`config.mk`:
```
export PLATFORM = sky130hd
export DESIGN_NAME = font_rom_arbiter
export DESIGN_NICKNAME = d
export VERILOG_FILES = /design/src/rtl/font_rom_arbiter.sv
export SDC_FILE = /design/constraint.sdc
export NUM_CORES = 1
export LEC_CHECK = 0
export CORE_MARGIN = 4
export CORE_UTILIZATION = 43
export DETAILED_ROUTE_END_ITERATION = 12
export PLACE_DENSITY = 0.78
export RECOVER_POWER = 25
export SYNTH_ARGS = -nofsm -noshare
export SYNTH_HDL_FRONTEND = slang
export SYNTH_SLANG_ARGS = --single-unit
```
`constraint.sdc`:
```
create_clock -name clk -period 3.45 [get_ports clk]
set_input_delay 1.035 -clock clk [delete_from_list [all_inputs] [get_ports clk]]
set_output_delay 1.035 -clock clk [all_outputs]
set_load 0.01 [all_outputs]
```
`src/rtl/font_rom_arbiter.sv`:
```
// Two-requester arbiter in front of a shared synchronous font ROM.
// Requester 0 wins by default. Requester 1 is force-granted after MAX_WAIT
// consecutive denied cycles. Read data returns one cycle after the grant.
module font_rom_arbiter #(
  parameter int unsigned MAX_WAIT = 4
) (
  input  logic       clk,
  input  logic       reset,
  input  logic       req0,
  input  logic [5:0] addr0,
  input  logic       req1,
  input  logic [5:0] addr1,
  output logic [5:0] rom_addr,
  input  logic [7:0] rom_data,
  output logic       gnt0,
  output logic       gnt1,
  output logic       valid0,
  output logic       valid1,
  output logic [7:0] data0,
  output logic [7:0] data1,
  output logic       forced
);

  localparam int unsigned AW = 6;
  localparam int unsigned DW = 8;
  localparam int unsigned CW = 4;

  typedef enum logic [1:0] {
    TAG_NONE = 2'd0,
    TAG_0    = 2'd1,
    TAG_1    = 2'd2
  } tag_e;

  tag_e          tag_q, tag_d;
  logic [CW-1:0] wait_cnt_q, wait_cnt_d;
  logic [AW-1:0] addr_q, addr_d;
  logic [DW-1:0] data0_q, data0_d;
  logic [DW-1:0] data1_q, data1_d;
  logic          forced_q, forced_d;
  logic          force_c;

  // Grant decision: starvation override first, then fixed priority; nothing while in reset.
  always_comb begin
    gnt0    = 1'b0;
    gnt1    = 1'b0;
    force_c = 1'b0;
    if (!reset) begin
      if (req1 && (wait_cnt_q == CW'(MAX_WAIT))) begin
        gnt1    = 1'b1;
        force_c = 1'b1;
      end else if (req0) begin
        gnt0 = 1'b1;
      end else if (req1) begin
        gnt1 = 1'b1;
      end
    end
  end

  // ROM address mux, owner tag, starvation counter and next register values.
  always_comb begin
    rom_addr   = addr_q;
    tag_d      = TAG_NONE;
    wait_cnt_d = '0;
    forced_d   = force_c;
    if (gnt0) begin
      rom_addr = addr0;
      tag_d    = TAG_0;
    end else if (gnt1) begin
      rom_addr = addr1;
      tag_d    = TAG_1;
    end
    addr_d = rom_addr;
    if (req1 && !gnt1) begin
      wait_cnt_d = (wait_cnt_q == CW'(MAX_WAIT)) ? wait_cnt_q : wait_cnt_q + CW'(1);
    end
  end

  // Return path: the tag from last cycle steers the ROM word to its owner.
  always_comb begin
    valid0  = (tag_q == TAG_0);
    valid1  = (tag_q == TAG_1);
    data0   = valid0 ? rom_data : data0_q;
    data1   = valid1 ? rom_data : data1_q;
    data0_d = data0;
    data1_d = data1;
    forced  = forced_q;
  end

  // State registers, cleared asynchronously.
  always_ff @(posedge clk or posedge reset) begin
    if (reset) begin
      tag_q      <= TAG_NONE;
      wait_cnt_q <= '0;
      addr_q     <= '0;
      data0_q    <= '0;
      data1_q    <= '0;
      forced_q   <= 1'b0;
    end else begin
      tag_q      <= tag_d;
      wait_cnt_q <= wait_cnt_d;
      addr_q     <= addr_d;
      data0_q    <= data0_d;
      data1_q    <= data1_d;
      forced_q   <= forced_d;
    end
  end

endmodule

```
== Word level (Yosys, flattened, before mapping) ==
Cells that the tools add are included.
Storage, ports and cells
  input bits: 24
  output and inout bits: 27
  bits in registers: 29
  word-level logic and storage cells: 31
Operators by class
  add/sub/neg operators: 1
  muxes and demuxes: 17
  eq/ne operators: 4
  reduce and logical (&&, ||, !) cells: 3
Operators with widths (count)
  $mux W8: 2
  $mux W6: 2
  $mux W1: 9
  $mux W4: 2
  $add A4 B1 Y4 const B: 1
  $eq A4 B3 Y1 const B: 1
  $mux W2: 2
  $eq A2 B1 Y1 const B: 1
  $eq A2 B2 Y1 const B: 1
  $logic_and A1 B1 Y1: 2
  $ne A2 B2 Y1 const B: 1
  $logic_not A1 Y1: 1

== Longest topological paths before layout ==
  depth after elaboration: 7
  gate-level depth with buffers: 6
  depth with buffers taken out: 5

== Least setup slack after synthesis ==
Ideal clock, no wire load.
  kind: input-to-output
  start point: input port reset
  end point: output port rom_addr[0]
  buffers on the path: 0
  stages: 3
  setup slack: 0.185 ns
  data required time: 2.415 ns
  data arrival time: 2.230 ns
  cells stage by stage: inv_1 o211a_4 a211oi_2
Between the ends
  elaborated cells between the ends (all ways): 4
  classes of those cells: 4 x mux
RTL lines
  start: declaration: line 8  | input logic reset,
  $mux W1: line 47  | if (!reset) begin
  named net gnt0: line 15  | output logic gnt0,
  $mux W6: line 65  | if (gnt0) begin
  end: declaration: line 13  | output logic [5:0] rom_addr,
The timed path passes the listed nets, and every way through them passes these cells.

== Final worst setup path ==
  start point: input port req1
  end point: output port rom_addr[5]
Between the ends
  cells in the longest elaborated chain, start to end: 6
  elaborated cells between the ends (all ways): 9
  classes of those cells: 8 x mux; 1 x reduce/logical
RTL lines
  start: declaration: line 11  | input logic req1,
  $mux W1: line 53  | end else if (req1) begin
  $mux W1: line 51  | end else if (req0) begin
  $mux W1: line 48  | if (req1 && (wait_cnt_q == CW'(MAX_WAIT))) begin
  $mux W1: line 47
  $mux W6: line 68  | end else if (gnt1) begin
  $mux W6 (*): line 65
Mark *: on every way between the ends. The rest lies on a longest branch, timed or not.

==> metrics.txt <==
Core Region=3030 um2; Cell Rows=20; Cell Area, Synth=1350 um2; total iterations of the first detailed-routing run=4; Final period util=97.8%; total grt overflow=0; H-tree depth=2; cell taking the most area after synthesis=dfrtp_1; Tot GR Track Use=17.4%; syn nets=130; starting density of the core=44.6%; final hold vios=0; CP startpoint kind=input pin; Min-Delay Path Class=reg -> reg; Die Y=64.0 um; Worst-path clk slew=0.08 ns; crit-path leading delay family=buffers and inverters; initial antenna violation count=0; worst skew pair latency=0.32 ns; Commonest cells post-synth=29 x dfrtp_1, 13 x o32ai_1, 12 x mux2_2; Synth Register Bits=29; Setup WS post-layout=0.0769 ns; most frequent CP cell=dlygate4sd2_1; worst slew pin tran=0.598 ns; Worst R2R Setup Slack=1.78 ns; Seq/Total Area, Yosys=53.8%; top cells by area, synth=dfrtp_1 54%, mux2_2 10%, o32ai_1 8.4%, a211oi_2 5.6%, mux2_1 3.3%; syn avg cell area=13.0 um2; EDFF count, synth=0; Final Non-Filler Cells=214; Top Ports=51; vias per inst=5.23; kind of critical path=in -> out; Final Max Slew Viols=0; # placed instances=205; TritonCTS Buffers=5; Final setup viols=0; I/O Buffers=50; status=finished, final reports clean; MaxCap Viol Count=0; post-synth top area share=53.8%; ys async rst share=100%; Power Density=442 nW/um2; Post-Route Skew=0.0120 ns; WL per Instance=15.7 um; via count=1120; f_max=296 MHz; gpl congestion=0.744; multi-input logic area=617 um2; DP HPWL=2470 um; Clock Root Buffer=clkbuf_4; Max clock buf depth=2; Cells after Synth=104; CP Max Fanout=8; Final #Nets=195; FILL cells=243; LEAKAGE=0.878 nW; setup TNS=0 ns; drt initial violations=16; Detail Route Antenna Nets=0; worst path buffer plus inverter count=3; Place WS=-0.411 ns; antenna cells=0; share of layout cells above drive strength 1=30.0%; Worst setup EP type=output port; CTS tree=yes; Arr. time, crit path=2.34 ns; slowest CP cell=dlygate4sd2_1; Yosys warning total=0; most frequent cell after synthesis=dfrtp_1; Max VDD drop=207 uV; first-pass GRT wire length=5560 um; Rel. slew slack=60.1%; DRC violations left=0; Synth Flop Type=dfrtp_1; CTS Sinks=29; RSZ-0062 raised after global routing=no; die footprint=4100 um2; Cell variety after synth=27; CP cell instances=dlygate4sd2_1, inv_2, o211a_4, a211oi_2, dlygate4sd2_1; largest net degree at the start of global routing=18; WL final=3360 um; Power Total=0.914 mW; required time at the worst-slack endpoint=2.41 ns; Syn-to-layout area delta=53.2%; slowest cell delay on critical path=0.38 ns; vias in the first global route=1184; Min Clock Period, post-route=3.37 ns; FF+latch area=726 um2; Die X=64.0 um; Post-CTS Setup Inserts=0
## layout make-up
class	count	share of cell area, %
inverter	11	2.00
sequential	29	35.1
multi-input combinational	59	29.8
tap	44	2.66
clock buffer	6	2.00
timing repair buffer	63	27.9
clock inverter	2	0.484
## report_power, final
group          internal [mW]  leakage (nW)  switching [mW]
Sequential             0.394         0.350          0.0224
Combinational          0.172         0.496           0.130
Clock                 0.0775        0.0320           0.117
## registers in the layout (all words and copies together), names as in the netlist
name	cells
addr_q	6
data0_q	8
data1_q	8
forced	1
tag_q	2
wait_cnt_q	4
## stage by stage
step	hold slack, ns	utilization [%]	area, um2
after global routing	0.502	68.3	2070
after CTS	0.490	67.4	2040
final	0.484	68.3	2070
after global placement	0.467	65.4	1980
after floorplan	0.512	-	1350
after detailed placement	0.470	65.4	1980
## cell usage in the layout, fill, tap and decap left out, types with 2 or more instances in the layout
cell / Yosys / final
a211oi_2: 6 / 5
a21oi_1: 3 / 3
buf_4: 0 / 7
clkbuf_1: 1 / 6
clkbuf_2: 0 / 3
clkbuf_4: 0 / 5
clkdlybuf4s15_2: 0 / 2
clkdlybuf4s50_1: 0 / 39
clkinv_2: 0 / 2
dfrtp_1: 29 / 29
dlygate4sd2_1: 0 / 4
ha_1: 2 / 2
inv_1: 10 / 10
mux2_1: 4 / 4
mux2_2: 12 / 12
nand3_1: 3 / 3
nand4_1: 2 / 2
o32ai_1: 13 / 7
o32ai_2: 0 / 6
## worst reg2reg max path, cell delays in order (launching register included)
cell      delay (ns)
dfrtp_1         0.44
inv_1           0.09
ha_1            0.20
nand3b_4        0.21
o211a_4         0.36
a211oi_4        0.28
## final timing paths
| path | from | end | cells after the start |
|---|---|---|---|
| min in group asynchronous | reset | addr_q[5] | 3 |
| worst min-delay path | data1_q[5] | data1_q[5] | 1 |
| worst min register to register | data1_q[5] | data1_q[5] | 1 |
| max in group asynchronous | reset | data0_q[5] | 3 |
| worst max-delay path | req1 | rom_addr[5] | 5 |
| worst max register to register | wait_cnt_q[0] | addr_q[2] | 5 |
## routing by layer
metal | share of wire (%) | GRT usage [%]
met1 | 41 | 21.2
met2 | 51 | 29.7
met3 | 7.6 | 4.92
met4 | 0.42 | 4.85
met5 | 0 | 0
## cells by family (layout without fill, tap and decap cells)
kind of cell,Yosys count,in the layout,synth area share (%)
buffers and inverters,17,82,5.65
multiplexers,16,16,13.3
adder cells (fa/ha/maj),2,2,1.85
AND/OR/NAND/NOR,12,13,6.21
XOR/XNOR,2,2,1.30
AO/OA/AOI/OAI,26,26,17.9
flip-flops,29,29,53.8
## repair_timing
action                     4_1_cts  5_1_grt
resized for setup               18       14
setup endpoints to repair        8        6
hold buffers                     0        0
cloned                           0        1
No activity file was read; power rests on OpenSTA's default activity.
